[config.mk]
export PLATFORM = sky130hd
export DESIGN_NAME = cell_hist_reader
export DESIGN_NICKNAME = d
export VERILOG_FILES = /design/src/rtl/cell_hist_reader.sv
export SDC_FILE = /design/constraint.sdc
export NUM_CORES = 1
export LEC_CHECK = 0
export ABC_AREA = 0
export CAP_MARGIN = 20
export CORE_ASPECT_RATIO = 1.5
export CORE_UTILIZATION = 50
export CTS_CLUSTER_SIZE = 12
export DETAILED_ROUTE_END_ITERATION = 16
export MAX_ROUTING_LAYER = met4
export PLACE_DENSITY = 0.86
export SETUP_SLACK_MARGIN = 0.4
export SLEW_MARGIN = 20
export SYNTH_ARGS = -nofsm -noshare
export SYNTH_HDL_FRONTEND = slang
export SYNTH_SLANG_ARGS = --single-unit
[constraint.sdc]
create_clock -name iClk -period 10.8 [get_ports iClk]
set_input_delay 2.16 -clock iClk [delete_from_list [all_inputs] [get_ports iClk]]
set_output_delay 2.16 -clock iClk [all_outputs]
set_load 0.02 [all_outputs]
[src/rtl/cell_hist_reader.sv]
// Cell histogram reader: walks every 2x2 block of cells in a window and streams the
// histogram words of each block to the normaliser, one outstanding memory read at a time.
// Optional feature: define BLOCK_NORM_SUM_EN to build the per-block bin-sum accumulator
// driving oBlkSum; without it oBlkSum is tied to zero.
module cell_hist_reader #(
    parameter int unsigned CELLS_X = 8,
    parameter int unsigned CELLS_Y = 16,
    parameter int unsigned BINS    = 9,
    parameter int unsigned DW      = 16
) (
    input  logic          iClk,
    input  logic          iRst_n,
    input  logic          iStart,
    input  logic [7:0]    iCellCnt,
    output logic          oRdEn,
    output logic [10:0]   oRdAddr,
    input  logic [DW-1:0] iRdData,
    output logic [DW-1:0] oData,
    output logic          oValid,
    input  logic          iReady,
    output logic [2:0]    oBlkX,
    output logic [3:0]    oBlkY,
    output logic [1:0]    oCellSel,
    output logic [3:0]    oBin,
    output logic          oBusy,
    output logic          oDone,
    output logic [DW+5:0] oBlkSum
);

    typedef enum logic [2:0] {StIdle, StWait, StRd, StCap, StHold, StDone} stateT;

    stateT         stateQ, stateD;
    logic [2:0]    bxQ, bxD;
    logic [3:0]    byQ, byD;
    logic [1:0]    cellQ, cellD;
    logic [3:0]    binQ, binD;
    logic [DW-1:0] dataQ, dataD;
    logic          validQ, validD;
    logic [15:0]   cellIdx;
    logic [10:0]   rdAddr;

    // Cell under the current block position and its word address in histogram memory.
    always_comb begin
        cellIdx = 16'((32'(byQ) + 32'(cellQ[1])) * CELLS_X + 32'(bxQ) + 32'(cellQ[0]));
        rdAddr  = 11'(32'(cellIdx) * BINS + 32'(binQ));
    end

    // State and counter registers with synchronous active-low reset.
    always_ff @(posedge iClk) begin
        if (!iRst_n) begin
            stateQ <= StIdle;
            bxQ    <= '0;
            byQ    <= '0;
            cellQ  <= '0;
            binQ   <= '0;
            dataQ  <= '0;
            validQ <= 1'b0;
        end else begin
            stateQ <= stateD;
            bxQ    <= bxD;
            byQ    <= byD;
            cellQ  <= cellD;
            binQ   <= binD;
            dataQ  <= dataD;
            validQ <= validD;
        end
    end

    // Next-state logic: wait for the cell, read, capture, hold until accepted, then advance.
    always_comb begin
        stateD = stateQ;
        bxD    = bxQ;
        byD    = byQ;
        cellD  = cellQ;
        binD   = binQ;
        dataD  = dataQ;
        validD = validQ;
        unique case (stateQ)
            StIdle: begin
                if (iStart) begin
                    stateD = StWait;
                    bxD    = '0;
                    byD    = '0;
                    cellD  = '0;
                    binD   = '0;
                end
            end
            StWait: begin
                // Only read a cell the upstream counter has finished writing.
                if ({8'd0, iCellCnt} > cellIdx) stateD = StRd;
            end
            StRd: stateD = StCap;
            StCap: begin
                dataD  = iRdData;
                validD = 1'b1;
                stateD = StHold;
            end
            StHold: begin
                if (iReady) begin
                    validD = 1'b0;
                    stateD = StWait;
                    if (binQ == 4'(BINS - 1)) begin
                        binD = '0;
                        if (cellQ == 2'd3) begin
                            cellD = '0;
                            if (bxQ == 3'(CELLS_X - 2)) begin
                                bxD = '0;
                                if (byQ == 4'(CELLS_Y - 2)) begin
                                    byD    = '0;
                                    stateD = StDone;
                                end else begin
                                    byD = byQ + 4'd1;
                                end
                            end else begin
                                bxD = bxQ + 3'd1;
                            end
                        end else begin
                            cellD = cellQ + 2'd1;
                        end
                    end else begin
                        binD = binQ + 4'd1;
                    end
                end
            end
            StDone: stateD = StIdle;
            default: stateD = StIdle;
        endcase
    end

    assign oRdEn    = (stateQ == StRd);
    assign oRdAddr  = (stateQ == StRd) ? rdAddr : '0;
    assign oData    = dataQ;
    assign oValid   = validQ;
    assign oBlkX    = bxQ;
    assign oBlkY    = byQ;
    assign oCellSel = cellQ;
    assign oBin     = binQ;
    assign oBusy    = (stateQ == StWait) || (stateQ == StRd) || (stateQ == StCap) ||
                      (stateQ == StHold);
    assign oDone    = (stateQ == StDone);

`ifdef BLOCK_NORM_SUM_EN
    logic [DW+5:0] sumQ;

    // Accumulate at capture so the sum already includes the word being presented;
    // the first word of each block restarts the sum.
    always_ff @(posedge iClk) begin
        if (!iRst_n) begin
            sumQ <= '0;
        end else if (stateQ == StCap) begin
            sumQ <= ((cellQ == 2'd0 && binQ == 4'd0) ? '0 : sumQ) + {6'd0, iRdData};
        end
    end

    assign oBlkSum = sumQ;
`else
    assign oBlkSum = '0;
`endif

endmodule

==> reports/metrics.csv, run 1 <==
stage,metric,value,unit
placed_design,portBuffers,71,
pwr,pwr-share-seq,39.9,%
clock_network,numClockSinks,33,
critical_path,r2r_end,stateQ[0],
clock_network,clockBufferDepth,2,
pwr,pwr-share-comb,23.4,%
floorplan,pin_count,94,
floorplan,core.rowCount,33,
run_status,status,"finished, final reports clean",
finish,antenna_cells,0,
logic_synthesis,synth.area.top_cells,"dfxtp_1, ha_1, nand2_1",
worst_hold_path,hp-class,reg2reg,
floorplan,die_h,94.1,um
sta,slew_headroom,31.8,%
routing,post_drt_wl_per_cell,13.4,um
critical_path,ff2ff_setup_slack,7910,ps
pwr,power.density,92.3,nW/um^2
pwr,power_switching,96.4,uW
worst_hold_path,worst_hold_path.endpoint,oData[2],
logic_synthesis,synth.avg_cell_area,8.18,sq um
global_route,first_global_vias,2567,
logic_synthesis,seq_area_frac_synth,23.4,%
clock_network,cts_buffers,5,
logic_synthesis,synth_top_area_share,23.4,%
logic_synthesis,async_flop_share,0,%
clock_network,holdBufCountCts,0,
global_route,grt_usage,23.8,%
pwr,swShare,29.0,%
routing,drt_wl_total,6470,um
finish,fillers,483,
placed_design,placed_cell_area,3480,sq um
routing,ant_nets,0,
finish,drive_above_1_share,5.60,%
sta,clock.fmax,0.146,GHz
floorplan,start_util,51.9,%
logic_synthesis,synthCells,346,
routing,firstDrtPassIters,4,
routing,num_vias,2567,
critical_path,crit_fanout,8,
sta,rsz0062_at_grt,no,
critical_path,worstSetupStartpoint,oBlkY[0],
clock_network,postCtsSetupBuffers,0,
global_route,grt_pass1_wl,10900,um
logic_synthesis,synth_ff_type,dfxtp_1,
global_route,gr-total-overflow,0,
routing,drc,0,
sta,finalHoldViolCount,0,
worst_hold_path,hold_depth,2,
finish,regArea,661,sq um
floorplan,fp.dieW,63.4,um
logic_synthesis,yosysTopAreaCell,dfxtp_1,
sta,period_share,63.2,%
finish,fin_nets,477,
clock_network,cts_root_buf,clkbuf_8,
sta,worst_pin_slew,1020,ps
job,max-cap-violations,0,
floorplan,die_area,5970,sq um
sta,final-setup-viol-count,0,
pwr,clockPowerShare,36.6,%
pwr,ir_drop,0.102,mV
logic_synthesis,syn_area,2830,sq um
finish,area_growth,27.2,%
sta,skew,7.96,ps
logic_synthesis,synth_seq_cells,33,
placed_design,place.gp.congestion,0.932,
pwr,p_leak,0.00152,uW
routing,via_per_inst,5.34,
critical_path,startpoint_type,flop,
critical_path,r2r_start,oBlkY[0],
clock_network,cts_tree,yes,
worst_hold_path,hold_start,oData[2],
clock_network,htree_levels,2,
clock_network,cts.clk_slew.worst_paths,70,ps
logic_synthesis,synth-edff-count,0,
logic_synthesis,ys_warn_count,0,
global_route,grt_antenna_before_repair,0,
placed_design,hpwl,5120,um
floorplan,core-area,5450,sq um
sta,min_period,6830,ps
critical_path,critPathArrivalTime,4670,ps
pwr,p_int,236,uW
sta,slew_viol_final,0,
critical_path,end_kind,primary output,
sta,setup_tns,0,ps
clock_network,clk_latency,290,ps
finish,stdcell_area,3600,sq um
finish,multi_input_area,1960,sq um
critical_path,crit_type,reg2out,
critical_path,required,8640,ps
routing,drtIter0Drc,56,
critical_path,reg2reg_depth,12,
clock_network,post_cts_resize_count,0,
logic_synthesis,synthDistinctLibCells,59,
global_route,grt_max_degree,35,
-- worst max-delay path by stage --
| stage | endpoint | cells after the start | slack (ps) |
|---|---|---|---|
| floorplan | oRdAddr[10] | 15 | 4870 |
| global placement | oRdAddr[10] | 16 | 4380 |
| detailed placement | oRdAddr[10] | 16 | 4290 |
| CTS | oRdAddr[10] | 16 | 3960 |
| global route | oRdAddr[10] | 16 | 3580 |
| finish | oRdAddr[10] | 16 | 3970 |
-- cells in the mapped netlist (all sizes together), types with 2 or more instances --
| cell type | n |
|---|---|
| o21a | 9 |
| dfxtp | 33 |
| or3 | 2 |
| nor2b | 5 |
| xnor2 | 5 |
| o21ai | 14 |
| and3 | 3 |
| nand2 | 52 |
| and2 | 8 |
| a21oi | 12 |
| nor2 | 17 |
| a21o | 6 |
| nor3 | 9 |
| ha | 38 |
| clkbuf | 8 |
| a21boi | 23 |
| buf | 28 |
| nand3 | 10 |
| o21bai | 2 |
| nand4b | 4 |
| xor2 | 7 |
| or2 | 2 |
| mux2i | 3 |
| nor4 | 2 |
| nand2b | 6 |
| inv | 17 |
| o22ai | 2 |
-- power groups by stage --
stage	clock, uW	sequential (uW)	combinational (uW)
6_report	122	133	77.9
5_1_grt	129	134	85.0
4_1_cts	124	133	77.8
3_5_place_dp	0	135	77.2
3_3_place_gp	0	135	76.3
2_1_floorplan	0	137	52.7
-- stage by stage --
stage	util (%)	setup slack (ps)	total power (uW)	cells	hold slack (ps)
after floorplan	-	4870	190	368	533
after global placement	63.8	4380	211	473	439
after detailed placement	63.8	4290	213	473	448
after CTS	66.0	3960	334	481	461
after global routing	66.0	3580	347	481	475
final	66.0	3970	332	481	458
-- placed cells by master, fill, tap and decap left out, types with 2 or more instances in the layout --
cell and instances:
dfxtp_1 33, a21boi_1 23, o21ai_0 4, mux2i_1 3, nand2_1 51, xnor2_1 5
nor3_1 9, nand3_2 2, o21ai_1 10, and2_1 8, clkdlybuf4s50_1 71, a21o_1 6
and3_1 3, ha_1 38, clkbuf_8 6, nand3_1 8, a21oi_1 10, xor2_1 6
conb_1 23, o21bai_1 2, nor2b_1 5, o21a_1 9, nor2_1 13, or2_1 2
nand2b_1 6, nor4_1 2, nor2_2 3, nand4b_1 4, inv_1 16
-- sequential cells by signal (all words and copies together), names as in the netlist --
name	count
oBin	4
oBlkX	3
oBlkY	4
oCellSel	2
oData	16
oValid	1
stateQ	3
-- metal layers --
metal | share of wire, % | up-vias | GRT usage [%]
met5 | 0 | - | -
met4 | 2.8 | 0 | 11.0
met2 | 54 | 70 | 46.1
met1 | 40 | 1201 | 22.6
li1 | - | 1281 | -
met3 | 3.3 | 15 | 3.52
-- kinds of logic (layout without fill, tap and decap cells) --
family                     after synthesis  count (layout)  synth area share (%)
AOI/OAI and AO/OA                       78              78                  19.6
xor gates and xnor gates                13              13                  4.78
adders and majority gates               39              39                  17.5
buffers and inverters                   53              96                  10.4
DFF                                     33              33                  23.4
muxes                                    4               4                  1.59
other                                    1              23                 0.133
and+or+nand+nor                        125             125                  22.6
-- worst max-delay path, stage by stage (launching register included) --
cell             delay (ps)
dfxtp_1                 460
ha_1                    270
ha_1                    290
nand2_1                 100
nor2_2                   60
a21o_1                  170
a31oi_1                 270
inv_1                    80
ha_1                    300
ha_1                    300
ha_1                    350
a2111oi_0               370
o21ai_1                 160
a41oi_1                 260
xnor3_1                 240
nor2_1                  110
clkdlybuf4s50_1         610
-- cell type report --
type | count | share of cell area (%)
flip-flops and latches | 33 | 18.4
clock buffers | 6 | 2.29
well taps | 70 | 2.43
multi-input cells | 282 | 54.3
repair buffers | 71 | 19.7
inverters | 17 | 1.77
clock inverters | 2 | 1.04
Note: power is estimated with default switching activity, not from simulation.
==> run 2, diff against run 1 <==
--- a/config.mk
+++ b/config.mk
@@ -8,11 +8,11 @@
 export ABC_AREA = 0
 export CAP_MARGIN = 20
 export CORE_ASPECT_RATIO = 1.5
-export CORE_UTILIZATION = 50
+export CORE_UTILIZATION = 42
 export CTS_CLUSTER_SIZE = 12
 export DETAILED_ROUTE_END_ITERATION = 16
 export MAX_ROUTING_LAYER = met4
-export PLACE_DENSITY = 0.86
+export PLACE_DENSITY = 0.77
 export SETUP_SLACK_MARGIN = 0.4
 export SLEW_MARGIN = 20
 export SYNTH_ARGS = -nofsm -noshare
==> constraint.sdc (replaced) <==
create_clock -name iClk -period 5.65 [get_ports iClk]
set_input_delay 1.13 -clock iClk [delete_from_list [all_inputs] [get_ports iClk]]
set_output_delay 1.13 -clock iClk [all_outputs]
set_load 0.02 [all_outputs]
==> run 2 against run 1 <==
Net effect:
- sequential share of layout area down 0.41 points
- worst setup slack worse by 3500 ps
- highest routed layer unchanged
- core utilization down 9.2 points
- routed wire length up 7.6%
- clock skew up 0.60 ps
- largest power group unchanged
- via count down 0.16%
==> reports/metrics.csv, run 2 (synthesis results as in run 1) <==
stage,metric,value,unit
routing,drt_wl_total,6960,um
clock_network,cts_buffers,5,
clock_network,clk_latency,280,ps
routing,firstDrtPassIters,4,
worst_hold_path,hp-class,reg2reg,
worst_hold_path,hold_depth,2,
clock_network,numClockSinks,33,
pwr,p_leak,0.00157,uW
placed_design,place.gp.congestion,0.805,
clock_network,cts_tree,yes,
finish,area_growth,30.3,%
critical_path,worstSetupStartpoint,oCellSel[1],
floorplan,fp.dieW,69.0,um
sta,finalHoldViolCount,0,
global_route,grt_max_degree,35,
finish,final_common_cell,clkdlybuf4s50_1,
global_route,grt-busiest-layer,met2,
job,max-cap-violations,0,
placed_design,placed_cell_area,3500,sq um
critical_path,crit_type,reg2out,
critical_path,cp.depth,16,
finish,fin_nets,479,
floorplan,die_area,7070,sq um
floorplan,core.rowCount,36,
floorplan,die_h,103,um
sta,slew_viol_final,0,
routing,drc,0,
finish,stdcell_area,3690,sq um
finish,largest_reg_flops,16,
routing,num_vias,2563,
critical_path,critPathArrivalTime,4010,ps
sta,rsz0062_at_grt,yes,
global_route,first_global_vias,2537,
global_route,gr-usage-met1,20.2,%
run_status,status,"finished, final reports clean",
critical_path,critPathBufInv,1,
floorplan,core-area,6490,sq um
sta,setup_tns,0,ps
global_route,grt_pass1_wl,11400,um
clock_network,cts.clk_slew.worst_paths,70,ps
finish,antenna_cells,0,
routing,ant_nets,0,
clock_network,cts_root_buf,clkbuf_8,
sta,period_share,91.0,%
sta,skew,8.57,ps
critical_path,path_cells,ha_2 > ha_1 > and4_4 > mux2i_2 > a21oi_2 > xor2_2 > xnor2_1 > ha_1 > ha_2 > o21a_1 > o21ai_0 > nand2b_1 > a41oi_2 > xnor3_1 > nor2_1 > clkdlybuf4s15_2,
critical_path,end_kind,primary output,
sta,clock.fmax,0.194,GHz
finish,drive_above_1_share,8.96,%
pwr,ir_drop,0.191,mV
worst_hold_path,hold_start,oData[14],
placed_design,portBuffers,71,
clock_network,clockBufferDepth,2,
routing,via_per_inst,5.24,
critical_path,cpMaxStageDelayCell,ha_1,
floorplan,pin_count,94,
placed_design,hpwl,5310,um
critical_path,r2r_start,oCellSel[1],
global_route,grt_antenna_before_repair,0,
critical_path,startpoint_type,flop,
sta,worst_pin_slew,1010,ps
sta,min_period,5140,ps
global_route,grt_usage,20.5,%
critical_path,max_stage_delay,360,ps
global_route,gr-usage-met2,39.7,%
routing,drtIter0Drc,44,
routing,post_drt_wl_per_cell,14.2,um
clock_network,htree_levels,2,
global_route,gr-total-overflow,0,
floorplan,start_util,43.6,%
global_route,grt_util_met3,2.15,%
sta,timing.hold.ws,452,ps
finish,final_cell_mix,"clkdlybuf4s50_1, nand2_1, ha_1, dfxtp_1, conb_1",
critical_path,required,4520,ps
sta,final-setup-viol-count,0,
critical_path,reg2reg_depth,12,
finish,fillers,618,
critical_path,critical-path-top-delay-family,adder cells,
sta,slew_headroom,32.2,%
critical_path,crit_fanout,5,
pwr,power.density,172,nW/um^2
==> run 2: power by group <==
part,internal (uW),switching [uW]
Combinational,65.2,83.9
Sequential,242,11.6
Clock,144,87.9
==> run 2: worst register-to-register path: stages, from the launching register on <==
cell,delay [ps]
dfxtp_2,340
ha_2,190
ha_1,360
and4_4,280
mux2i_2,230
a21oi_2,80
xor2_2,190
ha_1,350
nand2_1,70
nor3_1,170
a21oi_1,100
o22ai_2,240
o221a_1,220
==> run 2: layer usage <==
| metal | wire (um) | vias to the layer above | part of all wire [%] |
|---|---|---|---|
| li1 | - | 1282 | - |
| met1 | 2670 | 1187 | 38 |
| met2 | 3870 | 77 | 56 |
| met3 | 223 | 17 | 3.2 |
| met4 | 197 | 0 | 2.8 |
| met5 | 0 | - | 0 |
==> run 2: repair_timing <==
action                                  4_1_cts  5_1_grt
cloned                                        0        0
pin swaps                                     1        0
buffers inserted                              0        0
endpoints found under the setup margin        3        4
hold buffers                                  0        0
resized for setup                             7       14
hold endpoints to repair                      0        0
==> run 2: per-stage QoR <==
stage	power, uW	utilization [%]	setup WS, ps	cells
after floorplan	362	-	745	368
after global placement	406	54.0	323	481
after detailed placement	407	54.0	260	481
after CTS	641	55.9	339	489
after global routing	663	56.8	290	489
final	634	56.8	506	489
==> run 2: path summary, 6_finish.rpt <==
check                end  slack, ps
max          oRdAddr[10]        510
min            oData[14]        450
max reg2reg    stateQ[0]       2770
min reg2reg    oData[14]        450
==> run 2: cell type report <==
| type | count | area (sq um) | area share, % |
|---|---|---|---|
| Clock buffer | 7 | 86.3 | 2.34 |
| Clock inverter | 1 | 30.0 | 0.814 |
| Inverter | 17 | 63.8 | 1.73 |
| Multi-Input combinational cell | 282 | 2020 | 54.8 |
| Sequential cell | 33 | 662 | 18.0 |
| Tap cell | 76 | 95.1 | 2.58 |
| Timing Repair Buffer | 73 | 728 | 19.7 |
==> run 3, diff against run 2 <==
--- a/config.mk
+++ b/config.mk
@@ -7,12 +7,14 @@
 export LEC_CHECK = 0
 export ABC_AREA = 0
 export CAP_MARGIN = 20
+export CELL_PAD_IN_SITES_DETAIL_PLACEMENT = 0
+export CELL_PAD_IN_SITES_GLOBAL_PLACEMENT = 1
 export CORE_ASPECT_RATIO = 1.5
-export CORE_UTILIZATION = 42
+export CORE_UTILIZATION = 30
 export CTS_CLUSTER_SIZE = 12
 export DETAILED_ROUTE_END_ITERATION = 16
 export MAX_ROUTING_LAYER = met4
-export PLACE_DENSITY = 0.77
+export PLACE_DENSITY_LB_ADDON = 0.1
 export SETUP_SLACK_MARGIN = 0.4
 export SLEW_MARGIN = 20
 export SYNTH_ARGS = -nofsm -noshare
==> run 3 against run 2 <==
Net effect:
- largest cell class unchanged
- power up 6.4%
- core utilization down 16 points
- flip-flop and latch count unchanged
==> reports/metrics.csv, run 3 (synthesis results as in run 1) <==
stage,metric,value,unit
run_status,status,"finished, final reports clean",
floorplan,die_h,121,um
finish,antenna_cells,0,
finish,fillers,974,
placed_design,placed_cells,520,
routing,post_drt_wl_per_cell,14.2,um
placed_design,placed_cell_area,3560,sq um
finish,final_common_cell,clkdlybuf4s50_1,
placed_design,portBuffers,71,
finish,layout.cells.non_filler,530,
clock_network,htree_levels,2,
job,max-cap-violations,0,
critical_path,cpMaxStageDelayCell,dfxtp_1,
sta,setup_tns,0,ps
routing,drc,0,
finish,area_growth,34.1,%
sta,min_period,5080,ps
finish,largest_reg_flops,16,
worst_hold_path,hp-class,reg2reg,
critical_path,max_stage_delay,340,ps
routing,via_per_inst,4.82,
routing,num_vias,2554,
routing,drtIter0Drc,56,
pwr,ir_drop,0.162,mV
global_route,grt_usage,16.7,%
placed_design,hpwl,5830,um
sta,worst_pin_slew,729,ps
critical_path,required,4520,ps
clock_network,cts_tree,yes,
sta,timing.hold.ws,450,ps
sta,slew_headroom,51.4,%
placed_design,place.gp.congestion,0.780,
floorplan,fp.dieW,81.3,um
critical_path,end_kind,primary output,
clock_network,clockBufferDepth,2,
global_route,first_global_vias,2497,
global_route,gr-total-overflow,0,
clock_network,clk_latency,280,ps
routing,ant_nets,0,
clock_network,cts_buffers,5,
global_route,grt_max_degree,35,
critical_path,path_cells,ha_2 > ha_1 > nand2b_1 > or3_1 > a21boi_2 > a31oi_4 > inv_1 > ha_1 > ha_1 > ha_4 > a2111oi_2 > o21ai_1 > a41oi_2 > xnor3_1 > nor2_1 > buf_2,
sta,skew,2.50,ps
pwr,report.power.total,674,uW
finish,final_cell_mix,"clkdlybuf4s50_1, nand2_1, ha_1, dfxtp_1, conb_1",
sta,finalHoldViolCount,0,
finish,stdcell_area,3790,sq um
global_route,grt_antenna_before_repair,0,
clock_network,holdBufCountCts,0,
critical_path,crit_type,reg2out,
pwr,power.density,178,nW/um^2
floorplan,core-area,9200,sq um
clock_network,numClockSinks,33,
clock_network,cts.clk_slew.worst_paths,50,ps
floorplan,pin_count,94,
routing,firstDrtPassIters,4,
finish,fin_nets,485,
sta,final-setup-viol-count,0,
critical_path,crit_fanout,5,
sta,slew_viol_final,0,
critical_path,crit_top_cell,ha_1,
clock_network,cts_root_buf,clkbuf_16,
sta,rsz0062_at_grt,yes,
floorplan,die_area,9830,sq um
pwr,p_leak,0.00161,uW
sta,period_share,89.8,%
routing,drt_wl_total,7530,um
finish,drive_above_1_share,9.57,%
floorplan,start_util,30.7,%
critical_path,startpoint_type,flop,
floorplan,core.rowCount,43,
critical_path,critPathArrivalTime,3950,ps
sta,clock.fmax,0.197,GHz
global_route,grt_pass1_wl,12100,um
run 3: cell count changes in the layout (fill, tap and decap cells not counted), sizes merged:
cell / before / now
clkdlybuf4s50: 67 / 66
dlygate4sd2: 1 / 2
buf: 2 / 10
bufinv: 1 / 0
clkdlybuf4s15: 2 / 0
run 3: area by class of cell:
cell class	instances	area [sq um]	area share, %
Clock buffer	7	143	3.76
Timing Repair Buffer	79	761	20.1
Multi-Input combinational cell	282	2020	53.4
Sequential cell	33	662	17.4
Tap cell	112	140	3.69
Inverter	17	63.8	1.68
run 3: layer usage:
layer,GRT usage (%),up-vias,part of all wire [%]
li1,-,1292,-
met1,17.3,1180,39
met2,31.1,72,55
met3,2.26,10,3.7
met4,5.69,0,2.1
met5,-,-,0
run 3: what timing repair did:
item | CTS | global route
resized for setup | 8 | 11
pin swaps | 0 | 1
buffers inserted | 1 | 2
setup endpoints to repair | 3 | 4
run 3: worst max-delay path, delay by kind of cell (launching register included):
kind            cells  cell delay (ps)
fa+ha+maj           5             1280
compound gates      5              950
simple gates        3              590
flops               1              340
buf+inv             2              260
xor+xnor            1              240
run 3: worst paths after layout:
kind                      end  depth (start not counted)        start  slack, ps
hold / removal       oData[2]                          2     oData[2]        450
setup / recovery  oRdAddr[10]                         16  oCellSel[1]        570
hold reg to reg      oData[2]                          2     oData[2]        450
setup reg to reg    stateQ[2]                         13  oCellSel[1]       2730
run 3: power breakdown:
part,leakage (uW),internal (uW),switching [uW],total [uW]
Combinational,0.00127,64.7,84.6,149
Sequential,0.000267,242,11.3,254
Clock,0.0000700,173,98.7,272
Total,0.00161,480,195,674
run 3: stage by stage:
step	util, %	worst slack, ps
after floorplan	-	745
after global placement	38.8	264
after detailed placement	38.7	261
after CTS	40.6	290
after global routing	41.2	363
final	41.2	574
==> RTL change: new RTL, config.mk and constraints of run 3 <==
Add a define of `BLOCK_NORM_SUM_EN`.
--- a/src/rtl/cell_hist_reader.sv
+++ b/src/rtl/cell_hist_reader.sv
@@ -4,2 +4,4 @@
 // driving oBlkSum; without it oBlkSum is tied to zero.
+`define BLOCK_NORM_SUM_EN
+
 module cell_hist_reader #(
Formal check against the unedited RTL: not equivalent (a bounded check fails within 10 cycles, from zero or initial values and one cycle with iRst_n low).
==> RTL change against run 3 <==
  * Clock power grew 29%
  * Cell area is 51% higher
  * Routed wire length increased by 73%
  * Synthesized area is 56% higher
  * Synthesized cell count up 63%
  * Power increased by 55%
  * Sequential cell count is 22 higher
  * Sequential power grew 71%
  * Sequential share of layout area increased by 1.8 points
  * Critical endpoint unchanged
  * Worst setup slack worse by 0.19 ns
  * Non-clock buffer count grew 22
  * Count of clock-buffer cells in the layout shrank 1
==> RTL change: results (changes against run 3) <==
Pre-antenna DRT Iters=4 (unchanged); TritonCTS Buffers=5 (unchanged); post-synthesis compound-gate area fraction=22.0% (+2.4 points); leakage=0.00229 uW (+42%); # fillers=1484 (+52%); Core ar.=14200 um2 (+54%); Synth Flop Type=dfxtp_1; setup bufs post-CTS=0 (-1); Max IR drop VDD=121 uV (-25%); GP Congestion=0.833 (+6.8%); Hold EP=oData[4]; mux share of post-synthesis cell area=1.36% (-0.23 points); Max H-tree Level=2 (unchanged); first-pass GRT wire length=20.9 mm (+73%); HPWL Detailed=9.90 mm (+70%); Largest register FFs=22 (+6); Total Routing Usage GR=18.0% (+1.3 points); worst r2r src=oBin[1]; layout cells sized above 1=5.88% (-3.7 points); clock-pin transition on the worst setup and hold timing paths=0.07 ns (+0.02 ns); vias in the first global route=4312 (+73%); final antenna-violating net count=0 (unchanged); placed inst area=5530 um2 (+55%); pin count of the biggest net entering global routing=43 (+23%); top cells by count, synth=90 x nand2_1, 55 x dfxtp_1, 55 x ha_1; status=finished, final reports clean; asr flop ratio synth=0% (unchanged); Hold Startpoint=oData[4]; Worst slew margin=44.4% (-7.0 points); flop-to-flop setup slack=2.26 ns (-0.47 ns); Routed WL=13.0 mm (+73%); critical path fanouts, max=8 (+3); Synth area leaders=dfxtp_1 25%, ha_1 16%, nand2_1 7.7%, a21oi_1 6.0%, and2_1 2.8%; Iter 0 DRT Violations=161 (+190%); Post-Synth XOR/XNOR Area=4.68% (-0.093 points); number of vias per cell=5.17 (+7.3%); clock skew=0.0104 ns (+0.00791 ns); switching power=321 uW (+65%); reg2reg end=oBlkSum[18]; Data arrival, critical path=4.14 ns (+0.19 ns); final net count=731 (+51%); FF-to-FF path depth=14 (+1); post-synthesis cell type count=70 (+19%); Adder-Cell Fraction of Synth Area=16.5% (-0.99 points); PortBufs=93 (+31%); worst setup path startpoint=oBlkY[0]; sequential area share after synthesis=25.0% (+1.6 points)
RTL change: what timing repair did:
item / in CTS / in global routing
gates resized for setup: 8 / 7
pin swaps: 0 / 1
hold buffers: 0 / 0
cloned: 0 / 0
setup endpoints to repair: 3 / 4
RTL change: final cells by class:
class	count	area, um2	share of cell area, %
clock buffers	6	129	2.24
clock inverters	1	30.0	0.523
inverters	22	82.6	1.44
multi-input cells	461	3170	55.1
flip-flops and latches	55	1100	19.2
well taps	192	240	4.18
repair buffers	101	990	17.2
RTL change: worst max path at each step:
stage	endpoint	cells past startpoint	slack [ns]
6_report	oRdAddr[10]	14	0.38
2_1_floorplan	oRdAddr[10]	15	0.87
3_5_place_dp	oRdAddr[10]	13	0.31
5_1_grt	oRdAddr[10]	16	0.10
3_3_place_gp	oRdAddr[10]	16	0.34
4_1_cts	oRdAddr[10]	14	0.31
RTL change: cell families after synthesis:
family / Yosys count
XOR/XNOR: 22
multiplexers: 6
adder cells (fa/ha/maj): 57
flip-flops: 55
AO/OA/AOI/OAI: 149
AND/OR/NAND/NOR: 226
other: 1
buffers and inverters: 49
RTL change: stage by stage:
stage               hold slack, ns  setup slack, ns  cells
floorplan                    0.535            0.871    565
global placement             0.445            0.340    831
detailed placement           0.447            0.306    831
CTS                          0.457            0.313    838
global route                 0.478            0.104    838
finish                       0.456            0.381    838
RTL change: power groups by stage:
stage	Sequential (uW)	Clock, uW	Combinational [uW]
after global placement	442	0	259
after CTS	434	365	262
after global routing	439	377	283
after floorplan	450	0	144
final	434	352	258
after detailed placement	443	0	261
RTL change: metal layers:
metal,vias up,share of wire [%],global-route usage [%],wire [um]
li1,2187,-,-,-
met1,2066,41,18.4,5330
met2,75,56,36.4,7300
met3,7,2.0,1.49,261
met4,0,1.1,4.06,142
met5,-,0,-,0
RTL change: critical path: stages, from the launching register on:
cell and delay, ns:
dfxtp_2 0.37, ha_1 0.25, ha_1 0.36, nand4_1 0.21
mux2i_1 0.19, nor3_2 0.20, xor2_1 0.23, xnor2_1 0.16
ha_1 0.26, ha_1 0.26, o311a_1 0.40, o41ai_4 0.26
xnor3_1 0.26, nor2_1 0.09, dlygate4sd2_1 0.34
